## config.mk

```make
export PLATFORM = sky130hd
export DESIGN_NAME = reload_scheduler
export DESIGN_NICKNAME = d
export VERILOG_FILES = /design/src/rtl/reload_pkg.sv /design/src/rtl/reload_fifo.sv /design/src/rtl/reload_scheduler.sv
export SDC_FILE = /design/constraint.sdc
export NUM_CORES = 1
export LEC_CHECK = 0
export CORE_UTILIZATION = 54
export CTS_BUF_LIST = sky130_fd_sc_hd__clkbuf_16
export CTS_CLUSTER_SIZE = 10
export DETAILED_ROUTE_END_ITERATION = 6
export GPL_TIMING_DRIVEN = 1
export HOLD_SLACK_MARGIN = 0.12
export PLACE_DENSITY = 0.82
export SETUP_SLACK_MARGIN = 0.5
export SLEW_MARGIN = 20
export SYNTH_ARGS = -nofsm -noshare
export SYNTH_HDL_FRONTEND = slang
export SYNTH_SLANG_ARGS = --single-unit
```

## constraint.sdc

```tcl
create_clock -name clk -period 3.4 [get_ports clk]
set_input_delay 0.34 -clock clk [delete_from_list [all_inputs] [get_ports clk]]
set_output_delay 0.34 -clock clk [all_outputs]
set_load 0.01 [all_outputs]
```

## src/rtl/reload_pkg.sv

```systemverilog
// Shared types and default sizes for the reload scheduler slice.
package reload_pkg;

  typedef enum logic {
    PRIME = 1'b0,
    RUN   = 1'b1
  } rs_state_t;

  localparam int RS_W     = 4;
  localparam int RS_DEPTH = 4;

endpackage : reload_pkg

```

## src/rtl/reload_fifo.sv

```systemverilog
// Single-clock FIFO holding pending reload values. The head is read
// combinationally from the storage at the read pointer, so a value pushed on
// the same edge as a pop is never seen by that pop (no bypass path).
// Handshake: push_i is only honoured while full_o is low; pop_i is only
// honoured while empty_o is low. Both may happen on the same edge.
module reload_fifo #(
  parameter int W     = 4,
  parameter int DEPTH = 4
) (
  input  logic                       clk,
  input  logic                       reset,
  input  logic                       push_i,
  input  logic [W-1:0]               push_data_i,
  input  logic                       pop_i,
  output logic [W-1:0]               head_o,
  output logic [$clog2(DEPTH+1)-1:0] level_o,
  output logic                       full_o,
  output logic                       empty_o
);

  localparam int AW = $clog2(DEPTH);
  localparam int PW = AW + 1;
  localparam int LW = $clog2(DEPTH + 1);

  logic [W-1:0]  mem_q [DEPTH];
  logic [PW-1:0] wr_ptr_q, wr_ptr_d;
  logic [PW-1:0] rd_ptr_q, rd_ptr_d;
  logic [PW-1:0] diff;
  logic          do_push;
  logic          do_pop;

  // The extra pointer bit distinguishes full from empty; the difference wraps
  // modulo 2*DEPTH and is therefore the occupancy directly.
  assign diff    = wr_ptr_q - rd_ptr_q;
  assign level_o = LW'(diff);
  assign full_o  = (diff == PW'(DEPTH));
  assign empty_o = (diff == '0);
  assign head_o  = mem_q[rd_ptr_q[AW-1:0]];

  assign do_push = push_i && !full_o;
  assign do_pop  = pop_i && !empty_o;

  // Next-state for the pointers.
  always_comb begin
    wr_ptr_d = wr_ptr_q;
    rd_ptr_d = rd_ptr_q;
    if (do_push) wr_ptr_d = wr_ptr_q + PW'(1);
    if (do_pop)  rd_ptr_d = rd_ptr_q + PW'(1);
  end

  // Pointer registers; reset flushes the queue by clearing them.
  always_ff @(posedge clk or posedge reset) begin
    if (reset) begin
      wr_ptr_q <= '0;
      rd_ptr_q <= '0;
    end else begin
      wr_ptr_q <= wr_ptr_d;
      rd_ptr_q <= rd_ptr_d;
    end
  end

  // Storage write; contents are don't-care until pointed at, so no reset.
  always_ff @(posedge clk) begin
    if (do_push) mem_q[wr_ptr_q[AW-1:0]] <= push_data_i;
  end

endmodule : reload_fifo

```

## src/rtl/reload_scheduler.sv

```systemverilog
// Feeds reload values to the self-reloading counter. The queue head is
// staged into cur_val, which drives load_val_o; each reload event (forced load
// or counter wrap at all-ones) consumes cur_val and restages the next head.
// Writer handshake: a value transfers on a clock edge where wr_valid_i and
// wr_ready_o are both high; the writer holds wr_data_i stable until then.
module reload_scheduler
  import reload_pkg::*;
#(
  parameter int W     = RS_W,
  parameter int DEPTH = RS_DEPTH
) (
  input  logic                       clk,
  input  logic                       reset,
  input  logic                       wr_valid_i,
  input  logic [W-1:0]               wr_data_i,
  output logic                       wr_ready_o,
  input  logic                       force_i,
  input  logic [W-1:0]               count_i,
  output logic                       load_o,
  output logic [W-1:0]               load_val_o,
  output logic [$clog2(DEPTH+1)-1:0] level_o,
  output logic                       empty_o,
  output logic                       starve_o,
  output logic                       state_o
);

  rs_state_t    state_q, state_d;
  logic [W-1:0] cur_val_q, cur_val_d;
  logic         load_q;
  logic         starve_q, starve_d;
  logic         rl_evt;
  logic         pop;
  logic [W-1:0] head;
  logic         full;
  logic         empty;

  reload_fifo #(
    .W     (W),
    .DEPTH (DEPTH)
  ) u_fifo (
    .clk         (clk),
    .reset       (reset),
    .push_i      (wr_valid_i),
    .push_data_i (wr_data_i),
    .pop_i       (pop),
    .head_o      (head),
    .level_o     (level_o),
    .full_o      (full),
    .empty_o     (empty)
  );

  // A forced load and a wrap on the same cycle are one event.
  assign rl_evt     = load_q || (count_i == {W{1'b1}});
  assign wr_ready_o = !full;
  assign empty_o    = empty;
  assign load_o     = load_q;
  assign load_val_o = cur_val_q;
  assign starve_o   = starve_q;
  assign state_o    = state_q;

  // Next-state: PRIME fills cur_val once; RUN restages on each reload event.
  always_comb begin
    state_d   = state_q;
    cur_val_d = cur_val_q;
    starve_d  = 1'b0;
    pop       = 1'b0;
    unique case (state_q)
      PRIME: begin
        if (!empty) begin
          cur_val_d = head;
          pop       = 1'b1;
          state_d   = RUN;
        end
      end
      RUN: begin
        if (rl_evt) begin
          if (!empty) begin
            cur_val_d = head;
            pop       = 1'b1;
          end else begin
            starve_d  = 1'b1;
          end
        end
      end
      default: state_d = PRIME;
    endcase
  end

  // State, staged value, force delay and starve pulse registers.
  always_ff @(posedge clk or posedge reset) begin
    if (reset) begin
      state_q   <= PRIME;
      cur_val_q <= '0;
      load_q    <= 1'b0;
      starve_q  <= 1'b0;
    end else begin
      state_q   <= state_d;
      cur_val_q <= cur_val_d;
      load_q    <= force_i;
      starve_q  <= starve_d;
    end
  end

endmodule : reload_scheduler

```

==> results.toml, run 1 <==
[power]
power_mw = 1.87
ir_drop_mv = 0.745
leakage_nw = 0.699
powerDensity_nw_per_um2 = 1100

[floorplan]
fp.dieH_um = 50.7
dieArea_sq_um = 2570
core_area_sq_um = 2230
die_w_um = 50.7
start_util_pct = 57.4
num_rows = 17
io_pins = 24

[global_route]
grt_pass1_vias = 769
grt_pass1_wl_um = 3670
antenna_found_initial = 0
overflow = 0
grt.total_usage_pct = 21.7
grt_max_degree = 14

[routing]
met1_length_um = 947
route.met3.wl_um = 94
drc = 0
vias_per_cell = 5.35
met2_length_um = 1150
ant_nets = 0
routedWlPerCell_um = 16.1
routed.top_layer = "met4"
wl_um = 2240
dr.pass1.iters = 4
drtIter0Drc = 14
vias = 743

[worst_setup_path]
crit_start = "u_fifo.rd_ptr_q[0]$_DFFE_PP0P_"
r2r-start = "u_fifo.rd_ptr_q[0]$_DFFE_PP0P_"
slowest_delay_ns = 0.56
arrival_ns = 2.45
path_cells = "ha_1, fa_1, xnor3_2, inv_1, nand2_1, clkdlybuf4s50_1"
crit_buf_inv = 2
startpoint_type = "register"
critical_path_required_ns = 3.06
cpMaxStageDelayCell = "clkdlybuf4s50_1"
path_class = "register to primary output"
worstSetupEndpointType = "primary output"
cp_max_fo = 7
crit_family = "buffers and inverters"

[synth]
syn-num-nets = 99
syn_avg_cell_area_sq_um = 16.0
synth_area_sq_um = 1280
synth_top_cell_by_area = "edfxtp_1"
synth_seq_cells = 29
ys_types = 24
synthTopCellsByArea = "edfxtp_1 (38%), dfrtp_1 (25%), mux4_2 (7.0%)"
ys_seq_area_share_pct = 62.9
yosysWarningCount = 0
synth.top_cell.area_share_pct = 37.5
synthCells = 80

[placed_design]
hpwl_um = 1650
dp_slack_ns = 0.726
place_congestion = 0.835
placed_cells = 130
placed_area_sq_um = 1540
portBuffers = 23

[clock_tree]
clkTransAtPathRegs_ns = 0.05
cts_max_level = 2
clock-sinks = 29
clk_path_buf_depth = 2
cts_tree = "built"
root_buffer = "clkbuf_16"
cts_made_buffers = 5
insertion_delay_ns = 0.27

[layout]
area.growth.synth_to_final_pct = 31.9
n_antenna_cell = 0
drive_above_1_share_pct = 18.0
design_area_sq_um = 1690
final_cells = 139
utilization_pct = 75.7
layout_common_cells = "clkdlybuf4s50_1 (23), edfxtp_1 (16), dfrtp_1 (12), inv_1 (9)"
layout.nets = 129
final_common_cell = "clkdlybuf4s50_1"

[worst_hold_path]
hold_path.class = "input port to async pin"

[sta]
rsz0062_at_grt = "no"
tightest_slew_ns = 0.488
fmax_ghz = 0.359
skew_ns = 0.00437
max_slew_margin_pct = 66.6
hold_viol = 0
fin_crit_sh_pct = 82.0
worst_slack_ns = 0.612
timing.final.max_slew_violations = 0
whs_ns = 0.399
timing.setup.tns_ns = 0
setup_viol = 0
period_minus_slack_ns = 2.79

[run]
max-cap-violations = 0

[status]
outcome = "completed"
==> synth_stat cells (all sizes together) <==
cell type,number
fa,1
ha,6
nor3,2
nor2,1
clkbuf,1
a221oi,1
a22oi,1
xor2,3
nor2b,1
a2111oi,1
o21ai,1
edfxtp,16
xnor3,1
and2,1
dfrtp,13
mux2,6
nand4,1
mux4,4
and3,4
inv,9
xnor2,1
or3,1
nand2,3
a211o,1
==> area by class of cell <==
| class | instances | area, sq um |
|---|---|---|
| Fill cell | 139 | 543 |
| Inverter | 9 | 33.8 |
| Tap cell | 28 | 35.0 |
| Sequential cell | 29 | 807 |
| Clock buffer | 5 | 125 |
| Multi-Input combinational cell | 41 | 439 |
| Clock inverter | 3 | 12.5 |
| Timing Repair Buffer | 24 | 238 |
==> sequential cells by signal, indices dropped and copies added, names as in the netlist <==
signal,flops
u_fifo.mem_q,16
state_o,1
u_fifo.rd_ptr_q,3
starve_o,1
load_val_o,4
u_fifo.wr_ptr_q,3
load_o,1
==> kinds of logic after synthesis <==
family	synth area share, %
multiplexers	12.3
XOR/XNOR	4.49
buffers and inverters	2.93
AND/OR/NAND/NOR	5.86
flip-flops	62.9
AO/OA/AOI/OAI	4.10
adder cells (fa/ha/maj)	7.42
==> report_power, final <==
group	internal, mW	switching (mW)
registers	0.498	0.0856
logic	0.481	0.405
clock network	0.263	0.135
==> layer usage <==
metal | vias to the layer above | global-route usage (%)
met5 | - | 0
met4 | 0 | 11.1
met3 | 5 | 8.18
met2 | 21 | 34.4
met1 | 367 | 25.7
li1 | 350 | -
==> worst paths after layout <==
check,depth (start not counted),end,slack (ns)
max reg2reg,6,u_fifo.rd_ptr_q[1]$_DFFE_PP0P_,1.06
max,6,wr_ready_o,0.61
min reg2reg,1,load_val_o[0]$_DFFE_PP0P_,0.50
min,2,starve_o$_DFF_PP0_,0.40
max in group asynchronous,2,u_fifo.rd_ptr_q[0]$_DFFE_PP0P_,2.64
min in group clk,1,load_val_o[0]$_DFFE_PP0P_,0.50
==> what timing repair did <==
item                                    4_1_cts  5_1_grt
resized for setup                             2        0
endpoints found under the setup margin        2        2
buffers inserted                              0        1
hold buffers                                  0        0
Power figures use the tool's default switching activity.
==> run 2: changes to the inputs <==
--- a/config.mk
+++ b/config.mk
@@ -5,13 +5,13 @@
 export SDC_FILE = /design/constraint.sdc
 export NUM_CORES = 1
 export LEC_CHECK = 0
-export CORE_UTILIZATION = 54
+export CORE_UTILIZATION = 50
 export CTS_BUF_LIST = sky130_fd_sc_hd__clkbuf_16
 export CTS_CLUSTER_SIZE = 10
 export DETAILED_ROUTE_END_ITERATION = 6
 export GPL_TIMING_DRIVEN = 1
 export HOLD_SLACK_MARGIN = 0.12
-export PLACE_DENSITY = 0.82
+export PLACE_DENSITY = 0.77
 export SETUP_SLACK_MARGIN = 0.5
 export SLEW_MARGIN = 20
 export SYNTH_ARGS = -nofsm -noshare
==> constraint.sdc (replaced) <==
create_clock -name clk -period 2.65 [get_ports clk]
set_input_delay 0.265 -clock clk [delete_from_list [all_inputs] [get_ports clk]]
set_output_delay 0.265 -clock clk [all_outputs]
set_load 0.01 [all_outputs]
==> results.toml, run 2 (synthesis gave the netlist of run 1 again) <==
[floorplan]
num_rows = 17
dieArea_sq_um = 2770
fp.dieH_um = 52.6
start_util_pct = 55.3
core_area_sq_um = 2320
die_w_um = 52.6
io_pins = 24

[routing]
ant_nets = 0
routedWlPerCell_um = 17.1
wl_um = 2510
dr.pass1.iters = 4
vias_per_cell = 5.43
drtIter0Drc = 12
vias = 798
drc = 0

[power]
powerDensity_nw_per_um2 = 1470
clkPwrFrac_pct = 20.3
ir_drop_mv = 1.09
p_switching_mw = 0.893
p_int_mw = 1.73
power_mw = 2.62
p_seq_share_pct = 27.9
p_sw_share_pct = 34.1
leakage_nw = 0.757
combPwrFrac_pct = 51.7

[sta]
max_slew_margin_pct = 63.7
period_minus_slack_ns = 2.11
whs_ns = 0.348
skew_ns = 0.00478
tightest_slew_ns = 0.544
worst_slack_ns = 0.535
rsz0062_at_grt = "yes"
fmax_ghz = 0.473
timing.final.max_slew_violations = 0
timing.setup.tns_ns = 0
hold_viol = 0
setup_viol = 0
fin_crit_sh_pct = 79.8

[layout]
layout.nets = 137
largest_register_ffs = 16
area.growth.synth_to_final_pct = 39.3
n_antenna_cell = 0
final_common_cell = "clkdlybuf4s50_1"
layout_common_cells = "clkdlybuf4s50_1 (19), edfxtp_1 (16), dfrtp_1 (12), inv_1 (7), buf_4 (7)"
drive_above_1_share_pct = 32.8

[global_route]
overflow = 0
grt_most_used_layer = "met2"
grt_use_met1_pct = 26.1
grt_use_met2_pct = 35.0
grt_max_degree = 14
antenna_found_initial = 0
grt_pass1_wl_um = 3970
grt.total_usage_pct = 22.0
grt_pass1_vias = 883
grt_util_met3_pct = 6.09

[worst_hold_path]
hold_path.class = "input port to async pin"

[worst_setup_path]
crit_start = "u_fifo.rd_ptr_q[0]$_DFFE_PP0P_"
slowest_delay_ns = 0.39
arrival_ns = 2.27
reg2reg_setup_slack_ns = 0.54
startpoint_type = "register"
critical_path_required_ns = 2.81
crit_family = "adder cells"
cp_max_fo = 4
crit_buf_inv = 2
worstSetupEndpointType = "register"
path_cells = "ha_2, fa_2, xnor3_2, buf_6, a22oi_4, buf_12, mux2_2"
cpMaxStageDelayCell = "dfrtp_1"
path_class = "register to register"
r2r-start = "u_fifo.rd_ptr_q[0]$_DFFE_PP0P_"

[placed_design]
dp_slack_ns = 0.193
hpwl_um = 1700
portBuffers = 23
place_congestion = 0.858

[clock_tree]
cts_max_level = 2
clk_path_buf_depth = 2
clock-sinks = 29
insertion_delay_ns = 0.27
cts_tree = "built"
cts_made_buffers = 5
root_buffer = "clkbuf_16"
holdBufCountCts = 0
clkTransAtPathRegs_ns = 0.05

[run]
max-cap-violations = 0

[status]
outcome = "completed"
-- run 2: cell types whose count changed in the layout (fill, tap and decap cells not counted), sizes merged --
cell / before / now
buf: 1 / 11
clkdlybuf4s50: 23 / 19
clkdlybuf4s15: 0 / 1
clkinv: 3 / 2
clkinvlp: 0 / 1
dlygate4sd2: 0 / 1
-- run 2: power by group through the flow --
stage / clock network [mW] / logic (mW) / registers, mW
global route: 0.564 / 1.47 / 0.753
finish: 0.533 / 1.36 / 0.733
floorplan: 0 / 0.681 / 0.732
detailed placement: 0 / 1.12 / 0.738
CTS: 0.539 / 1.29 / 0.727
global placement: 0 / 1.10 / 0.731
-- run 2: through the flow --
step                instances  area [sq um]  utilization (%)
floorplan                  80          1280                -
finish                    147          1780             77.0
global placement          131          1550             66.9
detailed placement        131          1550             66.9
global route              147          1780             77.0
CTS                       145          1770             76.4
-- run 2: area by class of cell --
| type | instances | area [sq um] |
|---|---|---|
| Inverter | 9 | 33.8 |
| Clock buffer | 5 | 125 |
| Sequential cell | 29 | 807 |
| Tap cell | 28 | 35.0 |
| Multi-Input combinational cell | 41 | 463 |
| Fill cell | 132 | 534 |
| Clock inverter | 3 | 17.5 |
| Timing Repair Buffer | 32 | 303 |
-- run 2: final timing paths --
kind	depth (start not counted)	endpoint
min in group clk	1	load_o$_DFF_PP0_
max in group asynchronous	2	u_fifo.rd_ptr_q[1]$_DFFE_PP0P_
setup / recovery	7	load_val_o[2]$_DFFE_PP0P_
hold reg to reg	1	load_val_o[2]$_DFFE_PP0P_
hold / removal	2	load_val_o[1]$_DFFE_PP0P_
setup reg to reg	7	load_val_o[2]$_DFFE_PP0P_
-- run 2: layer usage --
layer  part of all wire [%]  wire [um]  vias up
met5                      0          0        -
met4                    2.2         55        0
met3                    3.2         81        7
met2                     52       1300       15
met1                     43       1070      406
li1                       -          -      370
-- run 2: what timing repair did --
item,4_1_cts,5_1_grt
endpoints found under the setup margin,26,21
setup buffers,6,2
pin swaps,2,3
gates resized for setup,16,8
hold endpoints to repair,0,0
-- run 2: worst reg2reg max path: cells and delay by family (launching register included) --
family          cells  cell delay [ns]
flops               1             0.39
buf+inv             2             0.29
compound gates      1             0.19
xor+xnor            1             0.27
mux                 1             0.32
fa+ha+maj           2             0.55
